$ cat config.mk
export PLATFORM = sky130hd
export DESIGN_NAME = bus_result_monitor
export DESIGN_NICKNAME = d
export VERILOG_FILES = /design/src/rtl/bus_result_monitor.sv
export SDC_FILE = /design/constraint.sdc
export NUM_CORES = 1
export LEC_CHECK = 0
export CAP_MARGIN = 40
export CORE_MARGIN = 8
export CORE_UTILIZATION = 41
export CTS_CLUSTER_SIZE = 8
export DETAILED_ROUTE_END_ITERATION = 10
export PLACE_DENSITY = 0.78
export SLEW_MARGIN = 20
export SYNTH_ARGS = -nofsm -noshare
export SYNTH_HDL_FRONTEND = slang
export SYNTH_SLANG_ARGS = --single-unit
$ cat constraint.sdc
create_clock -name ph2 -period 2 [get_ports ph2]
set_input_delay 0.5 -clock ph2 [delete_from_list [all_inputs] [get_ports ph2]]
set_output_delay 0.5 -clock ph2 [all_outputs]
set_load 0.1 [all_outputs]
$ cat src/rtl/bus_result_monitor.sv
// rtl/bus_result_monitor.sv - CPU write-bus monitor producing a hardware test verdict
module bus_result_monitor #(
    parameter logic [15:0] CHECK_ADDR = 16'h022A,
    parameter logic [7:0]  EXPECT     = 8'h55,
    parameter logic [15:0] ROM_BASE   = 16'hF000,
    parameter logic [15:0] TIMEOUT    = 16'd200
) (
    input  logic        ph2,
    input  logic        reset,
    input  logic [15:0] addr,
    input  logic [7:0]  wdata,
    input  logic        we,
    output logic        done,
    output logic        pass,
    output logic [1:0]  cause,
    output logic [7:0]  result,
    output logic [15:0] wcount,
    output logic [15:0] cycles
);

    typedef enum logic [1:0] {
        ST_RUN  = 2'd0,
        ST_PASS = 2'd1,
        ST_FAIL = 2'd2
    } state_t;

    localparam logic [1:0]  CAUSE_NONE    = 2'd0;
    localparam logic [1:0]  CAUSE_VALUE   = 2'd1;
    localparam logic [1:0]  CAUSE_ROM     = 2'd2;
    localparam logic [1:0]  CAUSE_TIMEOUT = 2'd3;
    localparam logic [15:0] TIMEOUT_LAST  = TIMEOUT - 16'd1;

    state_t      state_q, state_d;
    logic [1:0]  cause_q, cause_d;
    logic [7:0]  result_q, result_d;
    logic [15:0] wcount_q, wcount_d;
    logic [15:0] cycles_q, cycles_d;

    always_ff @(posedge ph2 or posedge reset) begin
        if (reset) begin
            state_q  <= ST_RUN;
            cause_q  <= CAUSE_NONE;
            result_q <= 8'h00;
            wcount_q <= 16'h0000;
            cycles_q <= 16'h0000;
        end else begin
            state_q  <= state_d;
            cause_q  <= cause_d;
            result_q <= result_d;
            wcount_q <= wcount_d;
            cycles_q <= cycles_d;
        end
    end

    always_comb begin
        state_d  = state_q;
        cause_d  = cause_q;
        result_d = result_q;
        wcount_d = wcount_q;
        cycles_d = cycles_q;
        if (state_q == ST_RUN) begin
            if (cycles_q != 16'hFFFF) cycles_d = cycles_q + 16'd1;
            if (we && (wcount_q != 16'hFFFF)) wcount_d = wcount_q + 16'd1;
            // A deciding write outranks the timeout landing on the same edge.
            if (we && (addr >= ROM_BASE)) begin
                state_d  = ST_FAIL;
                cause_d  = CAUSE_ROM;
                result_d = wdata;
            end else if (we && (addr == CHECK_ADDR) && (wdata == EXPECT)) begin
                state_d  = ST_PASS;
                cause_d  = CAUSE_NONE;
                result_d = wdata;
            end else if (we && (addr == CHECK_ADDR)) begin
                state_d  = ST_FAIL;
                cause_d  = CAUSE_VALUE;
                result_d = wdata;
            end else if (cycles_q == TIMEOUT_LAST) begin
                state_d  = ST_FAIL;
                cause_d  = CAUSE_TIMEOUT;
                result_d = 8'h00;
            end
        end
    end

    assign done   = (state_q != ST_RUN);
    assign pass   = (state_q == ST_PASS);
    assign cause  = cause_q;
    assign result = result_q;
    assign wcount = wcount_q;
    assign cycles = cycles_q;

endmodule

==> results of run 1 <==
## worst max-delay path, cell delays in order, from the launching register on
cell and delay [ns]:
dfrtp_4 0.46, ha_1 0.21, nand4_1 0.16, or3_4 0.37, nor3_2 0.25, nand4_1 0.17, xnor2_1 0.15
## worst min path at each step
stage	startpoint	endpoint	slack, ns	cells past startpoint
floorplan	state_q[0]	state_q[0]	0.52	1
CTS	wcount[10]	wcount[10]	0.52	1
global route	wcount[5]	wcount[5]	0.53	1
finish	reset	wcount[0]	0.53	2
detailed placement	wcount[10]	wcount[10]	0.50	1
global placement	wcount[10]	wcount[10]	0.50	1
## stage by stage
stage | worst slack [ns] | util (%)
3_5_place_dp | -0.1880 | 69.16
4_1_cts | 0.08707 | 70.98
5_1_grt | 0.01766 | 71.15
3_3_place_gp | -0.1729 | 69.16
6_report | 0.1259 | 71.15
2_1_floorplan | 0.03258 | -
## Yosys cell counts (all sizes together)
cell type / number
a21o: 1
a31o: 1
nand2b: 1
a31oi: 2
mux2: 3
inv: 6
o22ai: 1
and3: 5
nor3: 6
nand4b: 2
xor2: 6
a21oi: 9
and4: 4
nor4bb: 2
buf: 2
o21ai: 9
nor2: 11
nor4: 4
nand3: 11
xnor2: 19
o31ai: 1
nand4: 16
nand2: 30
ha: 2
nor2b: 2
o21a: 1
mux2i: 1
clkbuf: 2
dfrtp: 44
or2: 2
or3: 1
nor4b: 4
## state kept, by name, summed over array words and instances, names as in the netlist
signal,count
cause,2
wcount,16
state_q,2
cycles,16
result,8
## routing by layer
metal  share of wire, %  up-vias
met3                6.6        2
met4               0.30        0
met1                 42      945
met5                  0        -
met2                 51       79
li1                   -      926
## where the power goes
group | switching [uW] | leakage (uW) | internal [uW]
logic | 56.9 | 0.000935 | 69.8
registers | 2.61 | 0.000511 | 891
clock network | 289 | 0.0000510 | 276
total | 349 | 0.00150 | 1240
## layout by cell type (no fill, tap or decap), types with 5 or more instances in the layout
master           synthesis  final
clkbuf_8                 0      6
nand2_1                 30     30
and3_1                   5      5
nor2_1                  10     10
xor2_1                   6      6
buf_4                    0     14
nand4_1                 16     16
dfrtp_2                  0     29
buf_12                   0     44
a21oi_1                  8      7
xnor2_1                 19     19
dfrtp_1                 44     12
clkdlybuf4s50_1          0     26
nand3_1                 11     11
o21ai_0                  9      9
## cell families after synthesis
kind of cell / count (synthesis) / share of synthesized area (%)
compound gates: 25 / 6.710
xor+xnor: 25 / 10.21
fa+ha+maj: 2 / 1.167
buf+inv: 10 / 1.925
flops: 44 / 51.34
mux: 4 / 2.042
simple gates: 101 / 26.60
## layout make-up
cell class	count	share of cell area, %
clock buffers	6	2.287
clock inverters	2	0.2772
inverters	6	0.6237
multi-input cells	157	28.07
flip-flops and latches	44	31.81
well taps	70	2.426
repair buffers	84	34.51
==> results by group, run 1 <==
Hold path
  – Min-delay worst type: primary input to async pin

Routing
  – DR iter-0 viols: 120
  – WL/cell: approximately 16 um
  – 1st-pass router iterations: 4
  – Total number of vias: around 2,000
  – Vias/cell: 5.290
  – DRC Markers: 0
  – Total Wirelength: about 6000 um
  – Routed Antenna Nets: 0

Floorplanning
  – Number of I/O pins: 71
  – Height of the die: a little under 90 um
  – Row count: 26
  – Initial Util: 42.26%
  – Core area: 5075 um^2
  – Die W: roughly 90 um
  – Die Area: 7801 um^2

Timing
  – Max Freq: between 500 and 600 MHz
  – Slew Limit Fails: 0
  – Rel. slew slack: between 50 and 60%
  – # setup viols final: 0
  – Skew final: ~0.0031 ns
  – RSZ-0062 raised after global routing: no
  – Setup TNS: 0 ns
  – Fin crit period: 1.874 ns
  – Worst slew pin tran: ~0.67 ns
  – Period utilization: approximately 94%
  – Final-report hold violation count: 0
  – Min Hold Slack: around 0.53 ns

Final layout
  – Sequential Area: ~1100 um^2
  – Non-Filler Instances: about 370
  – Fraction of layout cells with a size suffix above 1: between 30% and 40%
  – Fin area: 3611 um^2
  – Syn-to-layout area delta: 68.38%
  – Final net count: 327
  – Ant. Diodes: 0
  – # fillers: about 380
  – Multi-input logic area: just over 1000 um^2

Synthesis
  – Top cell type's share of synthesized area: around 50%
  – Cell variety after synth: 39
  – Mapped cell area: ~2100 um^2
  – Post-Syn Instances: 211
  – Synth area leader: dfrtp_1
  – Number of synthesized register bits: 44
  – Syn nets: 240
  – Register area share after synthesis: between 50% and 60%
  – Avg Synthesized Cell Area: ~10 um^2
  – Ys Warns: 0
  – Top cells by area, synth: dfrtp_1 (51%), xnor2_1 (7.8%), nand2_1 (5.3%)

Global route
  – Largest net degree at the start of global routing: 25
  – Global-route wire length before repair: ~9600 um
  – Met3 usage: under 10%
  – Total global routing overflow: 0
  – Layer with the highest usage: met2
  – Initial antenna violation count: 0
  – GR Util met1: a little under a fifth
  – Vias in the first global route: ~2,000
  – Gr usage total: roughly 16%
  – GR Layer Usage met2: 26.54%

Pwr
  – Total power: 1585 uW
  – Leak Pwr: between 0.001 and 0.0015 uW
  – Power Density: around 440 nW/um^2
  – Peak VDD IR: approximately 0.26 mV

Clock tree
  – Setup repair bufs after CTS: 0
  – H-Tree Level Count: 2
  – CTS root buffer: clkbuf_8
  – CTS resizes: 0
  – CTS clk-pin slew, worst paths: ~0.08 ns
  – CTS buffer count: 5
  – Hold-fix buffers at CTS: 0
  – CTS tree: built
  – Clock Tree Buf Depth: 2
  – Skew-Pair Late Insertion Delay: 0.29 ns
  – Clock sink total: 44

Worst setup path
  – Reg2reg start: cycles[1]
  – Crit path from: cycles[1]
  – Worst R2R Setup Slack: 0.13 ns
  – Critical path class: register to register
  – R2r worst-path depth: 6
  – Worst r2r dst: cycles[12]
  – Data arrival time of the critical path: about 2.1 ns
  – Crit end category: register
  – Crit path max fanout: 5
  – WP data required: roughly 2.2 ns
  – Crit start category: register
  – Crit path to: cycles[12]

Outcome
  – Status: complete, no violations

Placement
  – DP Area: ~3500 um^2
  – Hpwl dp: 4768 um
  – IO Port Bufs: 70
  – Placer Congestion: roughly 0.89
  – DP Cell Count: around 360

Job
  – Max Cap Viol: 0
(Power assumes the default switching activity.)
==> inputs of run 2 (changes only) <==
- CORE_MARGIN: 8 -> 2
- SLEW_MARGIN: 20 -> not set
==> results by group, run 2 (synthesis results as in run 1) <==
Outcome
  – Status: complete, no violations

Timing
  – Final-report hold violation count: 0 (unchanged)
  – Slew Limit Fails: 0 (unchanged)
  – Max Freq: 514.4 MHz (-3.6%)
  – Setup ws final: 0.05601 ns (-0.06985 ns)
  – Fin crit period: 1.944 ns (+0.06985 ns)
  – Setup TNS: 0 ns (unchanged)
  – RSZ-0062 raised after global routing: yes
  – Worst slew pin tran: 0.5579 ns (-0.1107 ns)
  – # setup viols final: 0 (unchanged)
  – Skew final: 0.006142 ns (+0.003030 ns)
  – Rel. slew slack: 62.71% (+7.6 points)
  – Period utilization: 97.20% (+3.5 points)
  – Min Hold Slack: 0.5199 ns (-0.005574 ns)

Routing
  – Vias/cell: 5.217 (-1.4%)
  – Routed Antenna Nets: 0 (unchanged)
  – WL/cell: 14.67 um (-9.3%)
  – Total number of vias: 1,925 (-1.4%)
  – DRC Markers: 0 (unchanged)
  – Total Wirelength: 5413 um (-9.3%)
  – 1st-pass router iterations: 4 (unchanged)
  – DR iter-0 viols: 149 (+24%)

Floorplanning
  – Row count: 26 (unchanged)
  – Die W: 76.33 um (-14%)
  – Initial Util: 42.26% (unchanged)
  – Die Area: 5826 um^2 (-25%)
  – Core area: 5075 um^2 (unchanged)
  – Number of I/O pins: 71 (unchanged)
  – Height of the die: 76.33 um (-14%)

Worst setup path
  – Reg2reg start: cycles[1]
  – Worst R2R Setup Slack: 0.06 ns (-0.07 ns)
  – Crit path from: cycles[1]
  – Crit end category: register
  – Worst-path cell chain: ha_1 -> nand4_1 -> nor3_1 -> a21oi_1 -> mux2_2
  – Slowest cell on crit path: dfrtp_4
  – Critical path class: register to register
  – Data arrival time of the critical path: 2.14 ns (+0.09 ns)
  – Crit path max fanout: 6 (+1)
  – WP data required: 2.19 ns (about the same)
  – Largest stage delay on the critical path: 0.52 ns (+0.06 ns)
  – Crit start category: register

Global route
  – Largest net degree at the start of global routing: 45 (+80%)
  – Global-route wire length before repair: 9466 um (-1.8%)
  – Vias in the first global route: 1,961 (-3.6%)
  – Total global routing overflow: 0 (unchanged)
  – Gr usage total: 20.02% (+4.5 points)
  – Initial antenna violation count: 0 (unchanged)

Final layout
  – Syn-to-layout area delta: 67.39%
  – Most frequent cells in the layout: buf_12 (41), nand2_1 (30), dfrtp_2 (29), clkdlybuf4s50_1 (26), xnor2_1 (19)
  – Final net count: 327 (unchanged)
  – Final core utilization: 70.73% (-0.42 points)
  – Fraction of layout cells with a size suffix above 1: 37.79% (-0.33 points)
  – Multi-input logic area: 1011 um^2 (-0.25%)
  – # fillers: 367 (-2.9%)
  – Ant. Diodes: 0 (unchanged)
  – Commonest non-fill, non-tap cell in the layout: buf_12
  – Sequential Area: 1149 um^2 (unchanged)
  – Fin area: 3590 um^2 (-0.59%)

Pwr
  – Leak Pwr: 0.001480 uW (-1.1%)
  – Power Density: 471.9 nW/um^2 (+7.5%)
  – Peak VDD IR: 0.3908 mV (+52%)

Job
  – Max Cap Viol: 0 (unchanged)

Clock tree
  – CTS clk-pin slew, worst paths: 0.09 ns (about the same)
  – CTS buffer count: 5 (unchanged)
  – Setup repair bufs after CTS: 0 (unchanged)
  – Clock sink total: 44 (unchanged)
  – CTS tree: built
  – H-Tree Level Count: 2 (unchanged)
  – Clock Tree Buf Depth: 2 (unchanged)
  – Skew-Pair Late Insertion Delay: 0.30 ns (about the same)
  – CTS root buffer: clkbuf_8

Placement
  – Placer Congestion: 0.8340 (-6.8%)
  – Hpwl dp: 4092 um (-14%)
  – IO Port Bufs: 70 (unchanged)
  – Post-place setup slack: -0.2099 ns (-0.02186 ns)
  – DP Area: 3472 um^2 (-1.1%)

Hold path
  – Min-delay worst type: register to register
  – Hold_sp: wcount[5]
## run 2: final timing paths
path,end,depth (start not counted)
min,wcount[5],1
min in group asynchronous,cycles[11],3
min reg2reg,wcount[5],1
max,cycles[1],5
max in group asynchronous,wcount[13],3
max reg2reg,cycles[1],5
## run 2: layer usage
metal | share of wire, % | global-route usage (%) | up-vias
met1 | 44 | 25.98 | 924
met2 | 50 | 33.10 | 65
met5 | 0 | 0 | -
met3 | 5.5 | 4.502 | 7
li1 | - | - | 929
met4 | 1.0 | 6.909 | 0
## run 2: area by class of cell
type                    instances  share of cell area, %
repair buffers                 84                  33.67
flip-flops and latches         44                  32.00
multi-input cells             157                  28.16
well taps                      70                  2.440
clock buffers                   5                  1.917
clock inverters                 3                  1.185
inverters                       6                 0.6274
## run 2: stage by stage
step | total power [uW] | cells
5_1_grt | 1759 | 369
3_3_place_gp | 1034 | 361
6_report | 1694 | 369
4_1_cts | 1713 | 369
3_5_place_dp | 1036 | 361
2_1_floorplan | 951.7 | 211
## run 2: worst max-delay path: cells and delay by family, from the launching register on
kind | cells | cell delay (ns)
muxes | 1 | 0.39
DFF | 1 | 0.52
AOI/OAI and AO/OA | 1 | 0.46
and+or+nand+nor | 2 | 0.23
adders and majority gates | 1 | 0.24
## run 2: power by group
part           internal [uW]  leakage, uW  total, uW  switching, uW
Combinational           67.6     0.000915        124           56.1
Clock                    370    0.0000541        677            308
Sequential               891     0.000511        893           2.22
## run 2: what timing repair did
action                                  4_1_cts  5_1_grt
resized for setup                             0        1
endpoints found under the setup margin        0        8
hold endpoints to repair                      0        0
hold buffers                                  0        0
==> patch, RTL diff (flow settings as in run 1) <==
The 3 states of `state_t` get a one-hot encoding in 3 bits.
--- a/src/rtl/bus_result_monitor.sv
+++ b/src/rtl/bus_result_monitor.sv
@@ -19,8 +19,8 @@
 );
 
-    typedef enum logic [1:0] {
-        ST_RUN  = 2'd0,
-        ST_PASS = 2'd1,
-        ST_FAIL = 2'd2
+    typedef enum logic [2:0] {
+        ST_RUN  = 3'b001,
+        ST_PASS = 3'b010,
+        ST_FAIL = 3'b100
     } state_t;
 
Function: same outputs for any inputs over 10 cycles, from zero or initial values and one cycle with reset high; not proved beyond that.
==> patch against run 1 <==
Final area rose by 2.7%; power up 2.2%; routed wire length down 5.9%; non-clock buffer count is 2 lower; sequential cell count up 1; critical path depth decreased by 2; first-iteration DRC count decreased by 38%; clock power up 3%; hold slack worse by 5.3 ps; synthesized area up 2.9%; core utilization increased by 1.0 points; worst setup slack worse by 96 ps; sequential power rose by 2.4%; critical path type is now reg -> out; largest power group unchanged.
==> patch: results (changes against run 1) <==
| Group | Parameter | Reported | Change |
|---|---|---|---|
| power and ir drop | Pwr dens | 436.6 nW/um2 | -0.54% |
| outcome | Result of the run | finished clean |  |
| detailed routing | Amount of wire on met2 after detailed routing | 2724 um | -11% |
| place | Placed Cells | 355 | -1.7% |
| worst setup path | Endpoint of the most critical register-to-register path | cycles[1] |  |
| clocking | Number of buffers inserted during clock tree synthesis | 5 | unchanged |
| global routing | Via count of the first global-routing pass | 1971 | -3.1% |
| global routing | Grt met2 use | 0.2606 | -0.004839 |
| power and ir drop | Leak Pwr | 1.535 nW | +2.6% |
| worst setup path | R2R cell count | 5 | -1 |
| detailed routing | Routed wl met3 | 542 um | +39% |
| synth | Top cells by instance count after synthesis | sky130_fd_sc_hd__dfrtp_1, sky130_fd_sc_hd__nand2_1, sky130_fd_sc_hd__xnor2_1 |  |
| worst setup path | Worst setup startpoint | state_q[0] |  |
| detailed routing | Met1 Routed Length | 2315 um | -7.1% |
| worst setup path | Worst-path cell with the longest stage delay | sky130_fd_sc_hd__dfstp_2 |  |
| place | Placed wire-length estimate | 4423 um | -7.2% |
| worst setup path | Critical Path Fanout Max | 2 | -3 |
| layout | Fin nets | 324 | -0.92% |
| worst hold path | Worst min-delay path class | reg -> reg |  |
| global routing | Met3 Use GR | 0.06066 | +0.02631 |
| global routing | Global routing met1 resource utilization | 0.1688 | -0.01979 |
| detailed routing | Total Routed Length | 5616 um | -5.9% |
| worst setup path | Reg2Reg Setup Slack | 150 ps | +20 ps |
| place | Weighted congestion at the end of routability-driven global placement | 0.7863 | -12% |
| timing | Relative slew slack | 0.7375 | +0.1861 |
| detailed routing | Mean number of vias per cell | 5.148 | -2.7% |
| detailed routing | Per-cell routed wire length | 15.34 um | -5.1% |
| worst setup path | Worst EP arrival | 1470 ps | -580 ps |
| worst setup path | Cell class contributing the biggest share of worst-path delay | flip-flops |  |
| synth | Fraction of synthesized cell area taken by the top area cell type | 0.4989 | -0.01455 |
| global routing | Combined global-route utilization of all metal layers | 0.1504 | -0.005109 |
| worst setup path | Critical register-to-register path startpoint | cycles[9] |  |
| synth | Largest cells by area after synthesis | sky130_fd_sc_hd__dfrtp_1, sky130_fd_sc_hd__xnor2_1, sky130_fd_sc_hd__nand2_1 |  |
| synth | Synth Net Count | 238 | -0.83% |
| global routing | First-pass GRT wire length | 9363 um | -2.9% |
| detailed routing | Drt initial violations | 75 | -38% |
| synth | Post-synthesis instance total | 209 | -0.95% |
| synth | Count of distinct cell types in the synthesized netlist | 40 | +2.6% |
| timing | Worst setup skew after layout | 8.893 ps | +5.780 ps |
==> patch: cell count changes after synthesis, sizes merged, moves of 3 or more <==
cell,before,now
xor2,6,12
nor4,4,1
a21oi,9,4
nand4,16,10
nor3b,0,3
nand3,11,17
==> patch: power by group <==
group / total (mW) / switching [mW] / internal [mW]
sequential: 0.914 / 0.00295 / 0.911
clock: 0.582 / 0.302 / 0.280
combinational: 0.123 / 0.0555 / 0.0671
==> patch: through the flow <==
stage               area (um2)  worst slack (ps)
global placement          3562            -80.99
CTS                       3687             6.013
global route              3709            -33.71
detailed placement        3562            -111.8
finish                    3709             30.14
floorplan                 2262            -65.09
==> patch: how the worst max path moves through the flow <==
stage / end / cells after the start
final: done / 4
after global routing: done / 4
after CTS: done / 4
after detailed placement: result[4] / 6
after global placement: cause[0] / 6
after floorplan: result[0] / 6
==> patch: final cells by class <==
| cell class | count | area, um2 |
|---|---|---|
| fillers | 382 | 1431 |
| clock buffers | 6 | 82.58 |
| well taps | 70 | 87.58 |
| clock inverters | 2 | 13.76 |
| multi-input cells | 155 | 1067 |
| repair buffers | 82 | 1260 |
| flip-flops and latches | 45 | 1171 |
| inverters | 6 | 26.28 |
==> patch: cells by family (layout without fill, tap and decap cells) <==
logic type,Yosys count,after routing,share of synthesized area
simple gates,101,101,0.2670
compound gates,20,20,0.06066
flops,45,45,0.5108
buf+inv,9,96,0.01984
mux,3,3,0.01531
xor+xnor,29,29,0.1151
fa+ha+maj,2,2,0.01134
==> patch: what timing repair did <==
| item | 4_1_cts | 5_1_grt |
|---|---|---|
| gates resized for setup | 3 | 2 |
| gates cloned | 0 | 0 |
| setup buffers | 2 | 1 |
| endpoints found under the setup margin | 1 | 3 |
